[src/rtl/uart_tx.sv]
// uart_tx: tick-gated UART transmitter.
// Sends a start bit, then DATA_BITS data bits LSB first, then a stop phase of SB_TICK ticks.
// Every bit period lasts OVERSAMPLE ticks of i_Tick. o_Tx comes straight from a flop.
module uart_tx #(
   parameter int DATA_BITS  = 8,
   parameter int OVERSAMPLE = 16,
   parameter int SB_TICK    = 16
) (
   input  logic                 i_CLK,
   input  logic                 i_RESET,
   input  logic                 i_Tick,
   input  logic                 i_Tx_Start,
   input  logic [DATA_BITS-1:0] i_Data,
   output logic                 o_Tx,
   output logic                 o_Busy,
   output logic                 o_Tx_Done_Tick
);

   // Sized so one counter serves both the bit phases and the stop phase.
   localparam int CNT_MAX = (OVERSAMPLE > SB_TICK) ? OVERSAMPLE : SB_TICK;
   localparam int CNT_W   = (CNT_MAX > 1) ? $clog2(CNT_MAX) : 1;
   localparam int IDX_W   = (DATA_BITS > 1) ? $clog2(DATA_BITS) : 1;

   localparam logic [CNT_W-1:0] OS_LAST  = CNT_W'(OVERSAMPLE - 1);
   localparam logic [CNT_W-1:0] SB_LAST  = CNT_W'(SB_TICK - 1);
   localparam logic [IDX_W-1:0] IDX_LAST = IDX_W'(DATA_BITS - 1);

   localparam logic [1:0] IDLE  = 2'd0;
   localparam logic [1:0] START = 2'd1;
   localparam logic [1:0] DATA  = 2'd2;
   localparam logic [1:0] STOP  = 2'd3;

   logic [1:0]           r_State;
   logic [CNT_W-1:0]     r_Cnt;
   logic [IDX_W-1:0]     r_Idx;
   logic [DATA_BITS-1:0] r_Shift;
   logic                 r_Tx;
   logic                 r_Done;

   // Frame sequencer: the start request is accepted only in IDLE; all other progress waits for i_Tick.
   // The line level for the next bit is loaded on the same edge as the state change, keeping o_Tx registered.
   always_ff @(posedge i_CLK) begin
      if (i_RESET) begin
         r_State <= IDLE;
         r_Cnt   <= '0;
         r_Idx   <= '0;
         r_Shift <= '0;
         r_Tx    <= 1'b1;
         r_Done  <= 1'b0;
      end else begin
         r_Done <= 1'b0;
         case (r_State)
            IDLE: begin
               r_Tx <= 1'b1;
               if (i_Tx_Start) begin
                  r_Shift <= i_Data;
                  r_Cnt   <= '0;
                  r_State <= START;
                  r_Tx    <= 1'b0;
               end
            end
            START: begin
               if (i_Tick) begin
                  if (r_Cnt == OS_LAST) begin
                     r_Cnt   <= '0;
                     r_Idx   <= '0;
                     r_State <= DATA;
                     r_Tx    <= r_Shift[0];
                  end else begin
                     r_Cnt <= r_Cnt + CNT_W'(1);
                  end
               end
            end
            DATA: begin
               if (i_Tick) begin
                  if (r_Cnt == OS_LAST) begin
                     r_Cnt   <= '0;
                     r_Shift <= r_Shift >> 1;
                     if (r_Idx == IDX_LAST) begin
                        r_State <= STOP;
                        r_Tx    <= 1'b1;
                     end else begin
                        r_Idx <= r_Idx + IDX_W'(1);
                        r_Tx  <= r_Shift[1];
                     end
                  end else begin
                     r_Cnt <= r_Cnt + CNT_W'(1);
                  end
               end
            end
            STOP: begin
               if (i_Tick) begin
                  if (r_Cnt == SB_LAST) begin
                     r_Cnt   <= '0;
                     r_State <= IDLE;
                     r_Done  <= 1'b1;
                  end else begin
                     r_Cnt <= r_Cnt + CNT_W'(1);
                  end
               end
            end
            default: begin
               r_State <= IDLE;
               r_Tx    <= 1'b1;
            end
         endcase
      end
   end

   assign o_Tx           = r_Tx;
   assign o_Busy         = (r_State != IDLE);
   assign o_Tx_Done_Tick = r_Done;

endmodule

[config.mk]
export PLATFORM = sky130hd
export DESIGN_NAME = uart_tx
export DESIGN_NICKNAME = d
export VERILOG_FILES = /design/src/rtl/uart_tx.sv
export SDC_FILE = /design/constraint.sdc
export NUM_CORES = 1
export LEC_CHECK = 0
export CAP_MARGIN = 10
export CORE_MARGIN = 10
export CORE_UTILIZATION = 54
export DETAILED_ROUTE_END_ITERATION = 12
export PLACE_DENSITY = 0.81
export RECOVER_POWER = 100
export SYNTH_ARGS = -nofsm -noshare
export SYNTH_HDL_FRONTEND = slang
export SYNTH_SLANG_ARGS = --single-unit
[constraint.sdc]
create_clock -name i_CLK -period 2.5 [get_ports i_CLK]
set_input_delay 0.25 -clock i_CLK [delete_from_list [all_inputs] [get_ports i_CLK]]
set_output_delay 0.25 -clock i_CLK [all_outputs]
set_load 0.01 [all_outputs]
### After elaboration in Yosys (flattened, before gate mapping)

Index checks and enable logic that the tools add are counted.

| storage, ports and cells | value |
|---|---|
| output and inout port bits | 3 |
| word-level logic and storage cells | 68 |
| input bits | 12 |
| flip-flop bits (word level) | 19 |

| operators by class | value |
|---|---|
| mux-type cells | 31 |
| add/subtract/negate cells | 2 |
| bitwise gates (word level) | 2 |
| reductions and logical operators | 12 |
| equality and inequality tests | 15 |

Operators by type and width:

| kind | count |
|---|---|
| 8-bit two-way mux | 3 |
| 2-bit inequality test, second input constant | 9 |
| 2-bit two-way mux | 8 |
| 8-bit case mux with 2 select lines | 1 |
| 3-bit two-way mux | 5 |
| 4-bit two-way mux | 3 |
| 2-bit case mux with 4 select lines | 1 |
| 4-bit case mux with 2 select lines | 1 |
| 8-bit AND reduction | 1 |
| 1-bit two-way mux | 7 |
| 3-bit case mux with 2 select lines | 1 |
| 6-bit AND reduction | 1 |
| 2-bit nonzero test | 3 |
| 3-bit OR reduction | 2 |
| 5-bit AND reduction | 1 |
| 4-bit by 1-bit adder with 4-bit output, second input constant | 1 |
| 2-bit == test, second input constant | 2 |
| 4-bit == test, second input constant | 1 |
| 4-bit AND reduction | 1 |
| 3-bit by 1-bit adder with 3-bit output, second input constant | 1 |
| 3-bit == test, second input constant | 1 |
| 1-bit case mux with 3 select lines | 1 |
| 3-bit nonzero test | 1 |
| 2-bit by 1-bit == test with 1-bit output, second input constant | 1 |
| 4 further kinds | 5 |

### Depth between registers and ports, before layout

| logic depth | value |
|---|---|
| word-level depth | 5 |
| gate-level depth with buffers | 7 |
| gate-level depth less buffers | 6 |

### Worst setup path after synthesis

No wires, ideal clock.

| timing | value |
|---|---|
| path type | reg-to-reg |
| start point | register r_State[0] |
| end point | register r_State[0] |
| path slack | 589 ps |
| clock period less this slack | 1911 ps |
| stages on the path, launching flop included | 7 |
| arrival | 1824 ps |
| path buffers | 0 |
| required time | 2413 ps |
| setup time | 87 ps |
| cells stage by stage | dfxtp_1 inv_1 ha_1 nor2b_4 a2111o_1 or4_1 o31ai_1 |

| between the ends | value |
|---|---|
| longest elaborated chain between the ends | 3 |
| elaborated cells on any way between the ends | 14 |
| classes of those cells | 11 x eq/ne; 1 x mux; 2 x reduce/logical |

Ends and longest elaborated chain:

| what | RTL line | source |
|---|---|---|
| from (decl) | 33 | `logic [1:0] r_State;` |
| from (signal assigned) | 44 | `r_State <= IDLE;` |
| from (signal assigned) | 58 | `r_State <= START;` |
| from (signal assigned) | 67 | `r_State <= DATA;` |
| 2-bit == test, or another cell as far along | 52 | `case (r_State)` |
| 2-bit inequality test (no source line) | -- |  |
| 8-bit AND reduction (no source line) | -- |  |

Parallel ways exist; a longest one is shown, timed or not.
A chain may end at the register's enable or synchronous reset.

### Worst setup path after layout

Same ends and word-level chain as after synthesis.

==> qor.csv <==
metric;value;unit
status;completed;
route.detailed.drc;0;
syn-instance-count;128;
crit_type;flip-flop to flip-flop;
tritoncts.num_buffers;3;
synth_simple_gate_area_share;21.0;%
routed_via_count_divided_by_cell_count;5.72;
yosys.area.top_type_share;32.9;%
timing.final.ws_setup;0.348;ns
floorplan.initialDensity;57.8;%
timing.hold.worst_path_depth;2;
critPathMaxFanout;7;
final_std_cell_area_no_fill;0.00131;mm2
min-delay-path-class;flip-flop to flip-flop;
number_of_synthesized_flops_with_an_enable_pin;0;
wire_length_the_detailed_router_placed_on_met1;1050;um
route.met3.wl;164;um
timing.final.max_slew_violations;0;
drtIter0Drc;43;
yosys-mux-area-fraction;6.06;%
num_rows;16;
setup_tns;0;ns
rsz_0062_raised_after_global_routing;false;
placed_cells;165;
slew_headroom;57.3;%
yosys_register_bits;19;
startpoint_type;flip-flop;
mappedNetlistArea;0.00116;mm2
postPlaceCellArea;0.00130;mm2
final_worst_clock_skew;0.00431;ns
fmax;0.465;GHz
tritonroute_pass_1_iters;4;
cts_tree;yes;
power_density;949;mW/mm2
fin_nets;165;
final_cells;169;
timing.final.crit_share;86.1;%
synth_area_per_cell;9.03;um2
report.power.total;1.24;mW
arrival;2.37;ns
ctsLongestPathBuffers;2;
yosysSeqAreaShare;32.9;%
postCtsHoldBufs;0;
die_footprint;0.00439;mm2
ff2ff_path_depth;6;
grt_pass1_vias;952;
final_antenna_net_count;0;
yosys.area_share.adder;10.8;%
whs;0.476;ns
leak;0.514;nW
grt_antenna_before_repair;0;
synth_compound_gate_area_share;23.2;%
number_of_levels_the_h_tree_was_split_into;1;
sw_share;41.3;%
layout.filler_cells;173;
number_of_warnings_issued_by_yosys;0;
place.port_buffers;14;
postCtsSetupBuffers;0;
clock_sinks;19;
finalSetupViolations;0;
drt-total-wl;2330;um
post_synth_main_area_contributors;dfxtp_1, ha_1, mux2i_1;
final_period_minus_worst_setup_slack;2.15;ns
cells_resized_by_post_cts_repair;0;
route.detailed.wl_per_inst;13.8;um
p_comb_share;50.9;%
grt.overflow.total;0;
synthesis.nets;150;
detailedPlace.worstSlack;0.278;ns
synth-async-reset-ratio;0;%
floorplan.core_area;0.00200;mm2
n_antenna_cell;0;
multi_input_comb_area;692;um2
pint;0.730;mW
clk_root_buffer_cell;clkbuf_4;
worst_setup_ep_type;flip-flop;
global_route_wire_length_before_repair;3940;um
cap_violations;0;
layout-drive-gt1-share;8.45;%
power.net_switching;0.514;mW
synth_xor_area_share;0;%
growth_of_design_area_from_synthesis_to_finish;13.4;%
pwr-share-seq;36.3;%
largest_net_degree_at_the_start_of_global_routing;17;
grtUsageTotal;10.8;%
ys_dominant_reg_cell;dfxtp_1;
post-route-util;65.5;%
leading_area_contributor_after_synthesis;dfxtp_1;
dominant_combinational_cell_family_by_area_after_synthesis;compound AO/OA/AOI/OAI gates;
tightest_slew;0.641;ns
worst_ep_required_time;2.72;ns
place.detailed.hpwl;1750;um
wl_met2;1100;um
topRoutingLayerUsed;met4;
pwr-share-clk;12.8;%
yosysUniqueCellTypes;41;
ff_latch_area;380;um2
dieHeight;66.3;um
via_count;966;
boundaryPins;15;
place_congestion;0.909;
timing_hold_violations_final;0;
floorplan.die.width;66.3;um
clk_pin_slew_worst_paths;0.11;ns
ir_worst_vdd;0.577;mV
clock_latency;0.30;ns
==> worst max-delay path: stages, from the launching register on <==
cell,delay [ns]
dfxtp_1,0.41
inv_1,0.13
ha_1,0.28
nor2b_1,0.21
a2111o_1,0.45
or4_1,0.52
o31ai_1,0.08
==> kinds of logic after synthesis <==
kind of cell	after synthesis
fa+ha+maj	10
flops	19
simple gates	45
buf+inv	12
compound gates	35
mux	7
==> power by group through the flow <==
stage / sequential (mW) / combinational, mW / clock [mW]
floorplan: 0.446 / 0.527 / 0
global route: 0.461 / 0.718 / 0.173
CTS: 0.452 / 0.664 / 0.164
global placement: 0.453 / 0.637 / 0
detailed placement: 0.459 / 0.659 / 0
finish: 0.452 / 0.634 / 0.159
==> path summary, 6_finish.rpt <==
check                   from         end  slack, ns
hold / removal      r_Idx[1]    r_Idx[1]       0.48
setup / recovery  r_State[0]  r_State[0]       0.35
hold reg to reg     r_Idx[1]    r_Idx[1]       0.48
setup reg to reg  r_State[0]  r_State[0]       0.35
==> cells in the mapped netlist, types with 2 or more instances <==
cell type / instances
ha_1: 10
nor2_1: 15
and3_1: 2
a211oi_1: 7
nor3_1: 3
a211oi_2: 2
nand3_1: 8
clkbuf_1: 3
nand2_1: 5
a21oi_1: 9
o21ai_0: 3
o211ai_1: 2
inv_1: 5
dfxtp_1: 19
mux2i_1: 7
buf_4: 2
nor2b_1: 2
==> sequential cells by signal, indices dropped and copies added, names as in the netlist <==
signal and cells:
o_Tx 1, o_Tx_Done_Tick 1, r_Cnt 4, r_Idx 3
r_Shift 8, r_State 2
==> cell type report <==
class,count,area share [%]
clock inverters,1,0.382
clock buffers,3,1.72
multi-input cells,97,52.8
well taps,27,2.58
flip-flops and latches,19,29.0
repair buffers,17,12.1
inverters,5,1.43
==> layer usage <==
metal / global-route usage, % / vias up
met1: 11.1 / 442
li1: - / 489
met5: 0 / -
met4: 2.09 / 0
met3: 4.58 / 4
met2: 20.0 / 31
==> cells in the final DEF, fill, tap and decap left out, types with 2 or more instances in the layout <==
cell | netlist | layout
nor3_1 | 3 | 3
a211oi_2 | 2 | 2
ha_1 | 10 | 10
and3_1 | 2 | 2
buf_4 | 2 | 2
inv_1 | 5 | 5
clkbuf_4 | 0 | 3
clkdlybuf4s50_1 | 0 | 11
dlygate4sd3_1 | 0 | 3
a211oi_1 | 7 | 7
o21ai_0 | 3 | 3
nand2_1 | 5 | 5
nor2b_1 | 2 | 3
dfxtp_1 | 19 | 19
a21oi_1 | 9 | 9
nor2_1 | 15 | 15
mux2i_1 | 7 | 7
o211ai_1 | 2 | 2
nand3_1 | 8 | 8
(Power assumes the default switching activity.)
